===== config.mk =====
export PLATFORM = sky130hd
export DESIGN_NAME = mod_updown_counter
export DESIGN_NICKNAME = d
export VERILOG_FILES = /design/src/rtl/mod_updown_counter.sv
export SDC_FILE = /design/constraint.sdc
export NUM_CORES = 1
export LEC_CHECK = 0
export CAP_MARGIN = 0
export CELL_PAD_IN_SITES_DETAIL_PLACEMENT = 2
export CELL_PAD_IN_SITES_GLOBAL_PLACEMENT = 2
export CORE_ASPECT_RATIO = 1.5
export CORE_MARGIN = 4
export CORE_UTILIZATION = 28
export DETAILED_ROUTE_END_ITERATION = 7
export PLACE_DENSITY_LB_ADDON = 0.12
export SYNTH_ARGS = -nofsm -noshare
export SYNTH_HDL_FRONTEND = slang
export SYNTH_SLANG_ARGS = --single-unit

===== constraint.sdc =====
create_clock -name i_clk -period 3 [get_ports i_clk]
set_clock_uncertainty 0.1 [all_clocks]
set_input_delay 0.6 -clock i_clk [delete_from_list [all_inputs] [get_ports i_clk]]
set_output_delay 0.6 -clock i_clk [all_outputs]
set_load 0.01 [all_outputs]

===== src/rtl/mod_updown_counter.sv =====
// ----------------------------------------------------------------------------
// mod_updown_counter
//
// Modulo-MOD counter with up, down, ping-pong and hold modes, synchronous
// load (clamped to MOD-1) and count enable. Also gives a one-cycle
// terminal-count pulse, a direction flag and a Gray-coded copy of the count.
//
// Ports:
//   i_clk       clock, all state changes on the rising edge
//   i_rst       synchronous active-high reset
//   i_en        count enable (low = hold count and direction)
//   i_mode      00 up, 01 down, 10 ping-pong, 11 hold
//   i_load      synchronous load strobe (beats i_en, loses to i_rst)
//   i_load_val  value to load, clamped to MOD-1
//   o_cnt       registered count
//   o_gray      o_cnt ^ (o_cnt >> 1), combinational
//   o_dir       registered direction, 0 up / 1 down
//   o_tc        registered terminal-count pulse
// ----------------------------------------------------------------------------
module mod_updown_counter #(
    parameter int WIDTH = 8,
    parameter int MOD   = 256
) (
    input  logic             i_clk,
    input  logic             i_rst,
    input  logic             i_en,
    input  logic [1:0]       i_mode,
    input  logic             i_load,
    input  logic [WIDTH-1:0] i_load_val,
    output logic [WIDTH-1:0] o_cnt,
    output logic [WIDTH-1:0] o_gray,
    output logic             o_dir,
    output logic             o_tc
);

    localparam logic [1:0] MODE_UP   = 2'b00;
    localparam logic [1:0] MODE_DOWN = 2'b01;
    localparam logic [1:0] MODE_PING = 2'b10;

    // Endpoint constants. MOD may equal 2**WIDTH, so the range check on the
    // load value is done one bit wider than the counter.
    localparam logic [WIDTH-1:0] MAX_VAL    = WIDTH'(MOD - 1);
    localparam logic [WIDTH-1:0] MAX_M1_VAL = WIDTH'(MOD - 2);
    localparam logic [WIDTH:0]   MOD_EXT    = (WIDTH+1)'(MOD);

    logic [WIDTH-1:0] cnt_reg, cnt_next;
    logic             dir_reg, dir_next;
    logic             tc_reg, tc_next;
    logic             load_in_range;

    assign load_in_range = ({1'b0, i_load_val} < MOD_EXT);

    always_comb begin
        cnt_next = cnt_reg;
        dir_next = dir_reg;
        tc_next  = 1'b0;
        if (i_load) begin
            // Load leaves the direction alone so ping-pong resumes its sweep.
            cnt_next = load_in_range ? i_load_val : MAX_VAL;
        end else if (i_en) begin
            case (i_mode)
                MODE_UP: begin
                    dir_next = 1'b0;
                    if (cnt_reg == MAX_VAL) begin
                        cnt_next = '0;
                        tc_next  = 1'b1;
                    end else begin
                        cnt_next = cnt_reg + WIDTH'(1);
                    end
                end
                MODE_DOWN: begin
                    dir_next = 1'b1;
                    if (cnt_reg == '0) begin
                        cnt_next = MAX_VAL;
                        tc_next  = 1'b1;
                    end else begin
                        cnt_next = cnt_reg - WIDTH'(1);
                    end
                end
                MODE_PING: begin
                    // Turning steps straight to the neighbour of the endpoint
                    // so no endpoint value is output twice in a row.
                    if (!dir_reg) begin
                        if (cnt_reg == MAX_VAL) begin
                            cnt_next = MAX_M1_VAL;
                            dir_next = 1'b1;
                            tc_next  = 1'b1;
                        end else begin
                            cnt_next = cnt_reg + WIDTH'(1);
                        end
                    end else begin
                        if (cnt_reg == '0) begin
                            cnt_next = WIDTH'(1);
                            dir_next = 1'b0;
                            tc_next  = 1'b1;
                        end else begin
                            cnt_next = cnt_reg - WIDTH'(1);
                        end
                    end
                end
                default: begin
                    // Mode 11: hold, defaults already apply.
                end
            endcase
        end
    end

    always_ff @(posedge i_clk) begin
        if (i_rst) begin
            cnt_reg <= '0;
            dir_reg <= 1'b0;
            tc_reg  <= 1'b0;
        end else begin
            cnt_reg <= cnt_next;
            dir_reg <= dir_next;
            tc_reg  <= tc_next;
        end
    end

    assign o_cnt = cnt_reg;
    assign o_dir = dir_reg;
    assign o_tc  = tc_reg;

    // Gray code: each bit is the XOR of adjacent count bits, MSB passes through.
    assign o_gray[WIDTH-1] = cnt_reg[WIDTH-1];
    for (genvar gi = 0; gi < WIDTH - 1; gi++) begin : g_gray
        assign o_gray[gi] = cnt_reg[gi] ^ cnt_reg[gi+1];
    end

endmodule

==> results of run 1 <==
## path summary, 6_finish.rpt
kind / from / end / cells after the start
worst min-delay path: o_cnt[2] / o_cnt[2] / 2
worst max-delay path: i_mode[0] / o_cnt[5] / 8
worst min register to register: o_cnt[2] / o_cnt[2] / 2
worst max register to register: o_cnt[2] / o_cnt[6] / 7
## placed cells by master, fill, tap and decap left out, types with 2 or more instances in the layout
master / Yosys / final
a211o_1: 2 / 2
a211oi_1: 6 / 6
a21o_1: 4 / 4
a21oi_1: 14 / 14
a221o_1: 2 / 2
a221oi_1: 3 / 3
a311oi_1: 3 / 3
buf_4: 1 / 7
clkbuf_8: 0 / 4
clkdlybuf4s50_1: 0 / 31
dfxtp_1: 10 / 10
ha_1: 22 / 22
inv_1: 13 / 13
nand2_1: 14 / 14
nand2b_1: 4 / 4
nand3_1: 4 / 4
nand4_1: 2 / 2
nor2_1: 13 / 13
nor2b_1: 5 / 5
nor3_1: 12 / 12
nor4_1: 2 / 2
o21ai_0: 7 / 7
o21ai_1: 3 / 3
or3_1: 2 / 2
xnor2_1: 7 / 7
## area by class of cell
class / count / area, um2
fill: 601 / 2970
tap: 66 / 82.6
sequential: 10 / 200
clock buffer: 4 / 55.1
inverter: 14 / 52.6
timing repair buffer: 38 / 363
multi-input combinational: 152 / 1090
## report_power, final
part / total (W) / switching [W] / internal, W
sequential: 0.000161 / 0.0000195 / 0.000142
combinational: 0.000295 / 0.000158 / 0.000138
clock: 0.000185 / 0.0000689 / 0.000116
total: 0.000642 / 0.000246 / 0.000396
## kinds of logic after synthesis
logic type      Yosys count  synth area share (%)
compound gates           58                  30.0
xor+xnor                  7                  4.45
fa+ha+maj                22                  20.0
buf+inv                  22                  6.45
flops                    10                  14.5
mux                       1                 0.727
simple gates             64                  23.9
## metal layers
layer  share of wire (%)  up-vias  global-route usage (%)
met3                 1.9        7                    1.68
met2                  55       27                    36.8
met5                   0        -                       0
li1                    -      750                       -
met4                 1.7        0                    6.06
met1                  42      780                    21.8
## registers in the layout, summed over array words and instances (netlist names)
name and flops:
o_tc 1, o_cnt 8, o_dir 1
## through the flow
stage	hold WS [ps]	utilization (%)
final	558	38.3
after floorplan	518	-
after global placement	568	37.1
after CTS	562	38.3
after detailed placement	556	37.1
after global routing	600	38.3
## worst max-delay path, cell delays in order
cell and delay, ps:
clkdlybuf4s50_1 510, inv_1 70, ha_1 390, o21ai_1 410, nor3_1 100, a221oi_1 320, nor3_1 80, a311o_1 270
==> results.sh, run 1 <==
export IMPL_status="complete, no violations"
export IMPL_syn_area_per_cell_um2=7.49
export IMPL_synth_edff_count=0
export IMPL_synthTopCellsByCount="ha_1 (22), a21oi_1 (14), nand2_1 (14), inv_1 (13), nor2_1 (13)"
export IMPL_grt_max_degree=21
export IMPL_place_ws_ps=-22.7
export IMPL_syn_inst=184
export IMPL_holdBufCountCts=0
export IMPL_drt_wirelength_per_cell_um=19.5
export IMPL_grtUsageTotal_pct=19.2
export IMPL_cts_sinks=10
export IMPL_antenna_found_initial=0
export IMPL_yosysTopAreaCell="ha_1"
export IMPL_fin_crit_sh_pct=91.0
export IMPL_min_period_ps=2730
export IMPL_critPathMaxFanout=8
export IMPL_max_slew_worst_pin_slew_ps=641
export IMPL_drt_total_wl_mm=5.54
export IMPL_cts_root_buf="clkbuf_8"
export IMPL_dr_total_vias=1564
export IMPL_first_iter_violations=60
export IMPL_rsz0062_at_grt="no"
export IMPL_syn_area_um2=1380
export IMPL_clk_pin_slew_worst_paths_ps=60
export IMPL_die_w_um=65.3
export IMPL_die_h_um=93.9
export IMPL_cts_setup_buffers=0
export IMPL_leakagePower_nw=0.731
export IMPL_final_setup_worst_slack_ps=269
export IMPL_syn_to_final_growth_pct=33.7
export IMPL_grt_pass1_vias=1717
export IMPL_cts_htree_levels=1
export IMPL_cts_resized=0
export IMPL_place_inst=280
export IMPL_overflow=0
export IMPL_initial_core_util_pct=28.6
export IMPL_cap_viol_max_count=0
export IMPL_synthTopCellsByArea="ha_1 (20%), dfxtp_1 (15%), a21oi_1 (5.1%)"
export IMPL_cp_start_kind="primary input"
export IMPL_synth_ff_latch_count=10
export IMPL_yosysSeqAreaShare_pct=14.5
export IMPL_arrival_ps=2770
export IMPL_synth_cell_types=47
export IMPL_rows=31
export IMPL_pin_count=32
export IMPL_placed_cell_area_um2=1790
export IMPL_crit_required_ps=3040
export IMPL_pwr_density_cell_nw_per_um2=349
export IMPL_reg2reg_slack_ps=410
export IMPL_fmax_mhz=366
export IMPL_die_area_um2=6130
export IMPL_synthFlopType="dfxtp_1"
export IMPL_slew_headroom_pct=56.7
export IMPL_clk_latency_ps=250
export IMPL_crit_type="primary input to register"
export IMPL_portBuffers=31
export IMPL_synth_most_common_cell="ha_1"
export IMPL_finalSetupViolCount=0
export IMPL_stdcell_area_um2=1840
export IMPL_finalHoldViolCount=0
export IMPL_grt_pass1_wl_mm=8.93
export IMPL_synth_net_count=220
export IMPL_maxSlewViolCount=0
export IMPL_drive_above_1_share_pct=6.88
export IMPL_peakVddDrop_v=0.000120
export IMPL_ant_nets=0
export IMPL_setup_tns_ps=0
export IMPL_p_total_w=0.000642
export IMPL_numCtsBuffers=3
export IMPL_yosysWarningCount=0
export IMPL_viasPerCell=5.51
export IMPL_core_um2=4810
export IMPL_synth_top_area_share_pct=20.0
export IMPL_nets=255
export IMPL_drc=0
export IMPL_cts_tree="yes"
export IMPL_diodes=0
export IMPL_gp_congestion=0.847
export IMPL_synthArstFlopShare_pct=0
export IMPL_worstSetupEndpointType="register"
export IMPL_dp_hpwl_mm=4.47
export IMPL_stdcell_count=284
export IMPL_clockBufferDepth=2
export IMPL_hold_class="register to register"
export IMPL_drt_pass1_iter_count=4
No activity file was read; power rests on OpenSTA's default activity.
==> inputs of run 2 (changes only) <==
--- a/config.mk
+++ b/config.mk
@@ -12,7 +12,7 @@
 export CORE_MARGIN = 4
 export CORE_UTILIZATION = 28
 export DETAILED_ROUTE_END_ITERATION = 7
-export PLACE_DENSITY_LB_ADDON = 0.12
+export PLACE_DENSITY = 0.8
 export SYNTH_ARGS = -nofsm -noshare
 export SYNTH_HDL_FRONTEND = slang
 export SYNTH_SLANG_ARGS = --single-unit
==> results.sh, run 2 (synthesized netlist as in run 1, its figures left out) <==
export IMPL_status="complete, no violations"
export IMPL_grt_max_degree=21
export IMPL_cts_resized=0
export IMPL_pwr_share_clk_pct=25.1
export IMPL_setup_tns_ps=0
export IMPL_fmax_mhz=372
export IMPL_final_common_cell="clkdlybuf4s50_1"
export IMPL_drt_pass1_iter_count=4
export IMPL_drive_above_1_share_pct=8.56
export IMPL_worst_setup_path_endpoint="o_cnt[4]"
export IMPL_multiInputGateArea_um2=1090
export IMPL_fin_crit_sh_pct=89.5
export IMPL_finalHoldViolCount=0
export IMPL_hold_ws_ps=577
export IMPL_clk_pin_slew_worst_paths_ps=60
export IMPL_critPathMaxFanout=9
export IMPL_portBuffers=31
export IMPL_hold_class="register to register"
export IMPL_leakagePower_nw=0.747
export IMPL_cp_start_kind="primary input"
export IMPL_cts_setup_buffers=0
export IMPL_reg2reg_slack_ps=550
export IMPL_drt_wirelength_per_cell_um=18.7
export IMPL_drc=0
export IMPL_stdcell_area_um2=1870
export IMPL_pwr_density_cell_nw_per_um2=326
export IMPL_holdBufCountCts=0
export IMPL_seq_area_um2=200
export IMPL_largest_reg_flops=8
export IMPL_internal_power_w=0.000372
export IMPL_seqPwrFrac_pct=26.4
export IMPL_final_cell_mix="clkdlybuf4s50_1 (31), ha_1 (22), nand2_1 (14), a21oi_1 (14)"
export IMPL_cap_viol_max_count=0
export IMPL_syn_to_final_growth_pct=35.4
export IMPL_power_switching_w=0.000236
export IMPL_worstReg2RegStart="o_cnt[0]"
export IMPL_maxSlewViolCount=0
export IMPL_die_h_um=93.9
export IMPL_dr_total_vias=1585
export IMPL_diodes=0
export IMPL_die_area_um2=6130
export IMPL_worstSetupEndpointType="register"
export IMPL_ant_nets=0
export IMPL_swShare_pct=38.9
export IMPL_dp_hpwl_mm=4.31
export IMPL_rsz0062_at_grt="no"
export IMPL_crit_type="primary input to register"
export IMPL_slew_headroom_pct=56.5
export IMPL_fill_cells=607
export IMPL_min_period_ps=2690
export IMPL_stdcell_count=288
export IMPL_cts_htree_levels=1
export IMPL_die_w_um=65.3
export IMPL_max_slew_worst_pin_slew_ps=652
export IMPL_crit_required_ps=3010
export IMPL_rows=31
export IMPL_cts_tree="yes"
export IMPL_grtUsageTotal_pct=19.0
export IMPL_overflow=0
export IMPL_cts_sinks=10
export IMPL_gp_congestion=0.885
export IMPL_numCtsBuffers=3
export IMPL_antenna_found_initial=0
export IMPL_grt_pass1_wl_mm=8.90
export IMPL_viasPerCell=5.50
export IMPL_arrival_ps=2700
export IMPL_place_inst=285
export IMPL_cts_root_buf="clkbuf_8"
export IMPL_clk_latency_ps=240
export IMPL_r2r_end="o_cnt[6]"
export IMPL_placed_cell_area_um2=1820
export IMPL_initial_core_util_pct=28.6
export IMPL_pin_count=32
export IMPL_comb_power_share_pct=48.5
export IMPL_drt_total_wl_mm=5.40
export IMPL_hp_start="o_cnt[2]"
export IMPL_grt_pass1_vias=1680
export IMPL_startpoint="i_mode[0]"
export IMPL_nets=260
export IMPL_first_iter_violations=46
export IMPL_peakVddDrop_v=0.000107
export IMPL_clockBufferDepth=2
export IMPL_reg2reg_depth=7
export IMPL_core_um2=4810
export IMPL_finalSetupViolCount=0
export IMPL_final_util_pct=38.8
[run 2: changes by cell type in the layout (fill, tap and decap cells not counted)]
cell | before | now
buf_4 | 7 | 12
clkbuf_8 | 4 | 3
[run 2: worst min-delay path by stage]
stage,endpoint,cells past startpoint
global placement,o_cnt[2],2
global route,o_cnt[2],2
CTS,o_cnt[2],2
finish,o_cnt[2],2
detailed placement,o_cnt[2],2
floorplan,o_cnt[2],2
[run 2: metrics by stage]
stage	worst slack [ps]	total power, W
floorplan	692	0.000326
CTS	288	0.000616
global route	104	0.000653
detailed placement	47.5	0.000461
finish	314	0.000608
global placement	74.5	0.000454
[run 2: power groups by stage]
stage	logic, W	clock network (W)	registers [W]
after floorplan	0.000164	0	0.000161
after global placement	0.000291	0	0.000164
after detailed placement	0.000297	0	0.000164
after CTS	0.000299	0.000155	0.000161
after global routing	0.000326	0.000163	0.000164
final	0.000295	0.000152	0.000161
[run 2: area by class of cell]
class | instances | share of cell area [%]
multi-input cells | 152 | 58.3
repair buffers | 43 | 21.5
flip-flops and latches | 10 | 10.7
well taps | 66 | 4.43
inverters | 14 | 2.82
clock buffers | 3 | 2.21
[run 2: per-layer routing]
| layer | vias to the layer above | wire (um) | track usage (%) |
|---|---|---|---|
| li1 | 757 | - | - |
| met1 | 788 | 2310 | 22.8 |
| met2 | 31 | 2880 | 34.8 |
| met3 | 9 | 97 | 1.08 |
| met4 | 0 | 103 | 6.57 |
| met5 | - | 0 | 0 |
[run 2: worst max-delay path, stage by stage]
cell	delay, ps
clkdlybuf4s50_1	510
inv_1	80
ha_1	420
buf_4	200
nand2_1	220
a31oi_1	100
nor4_1	440
a2111oi_2	130
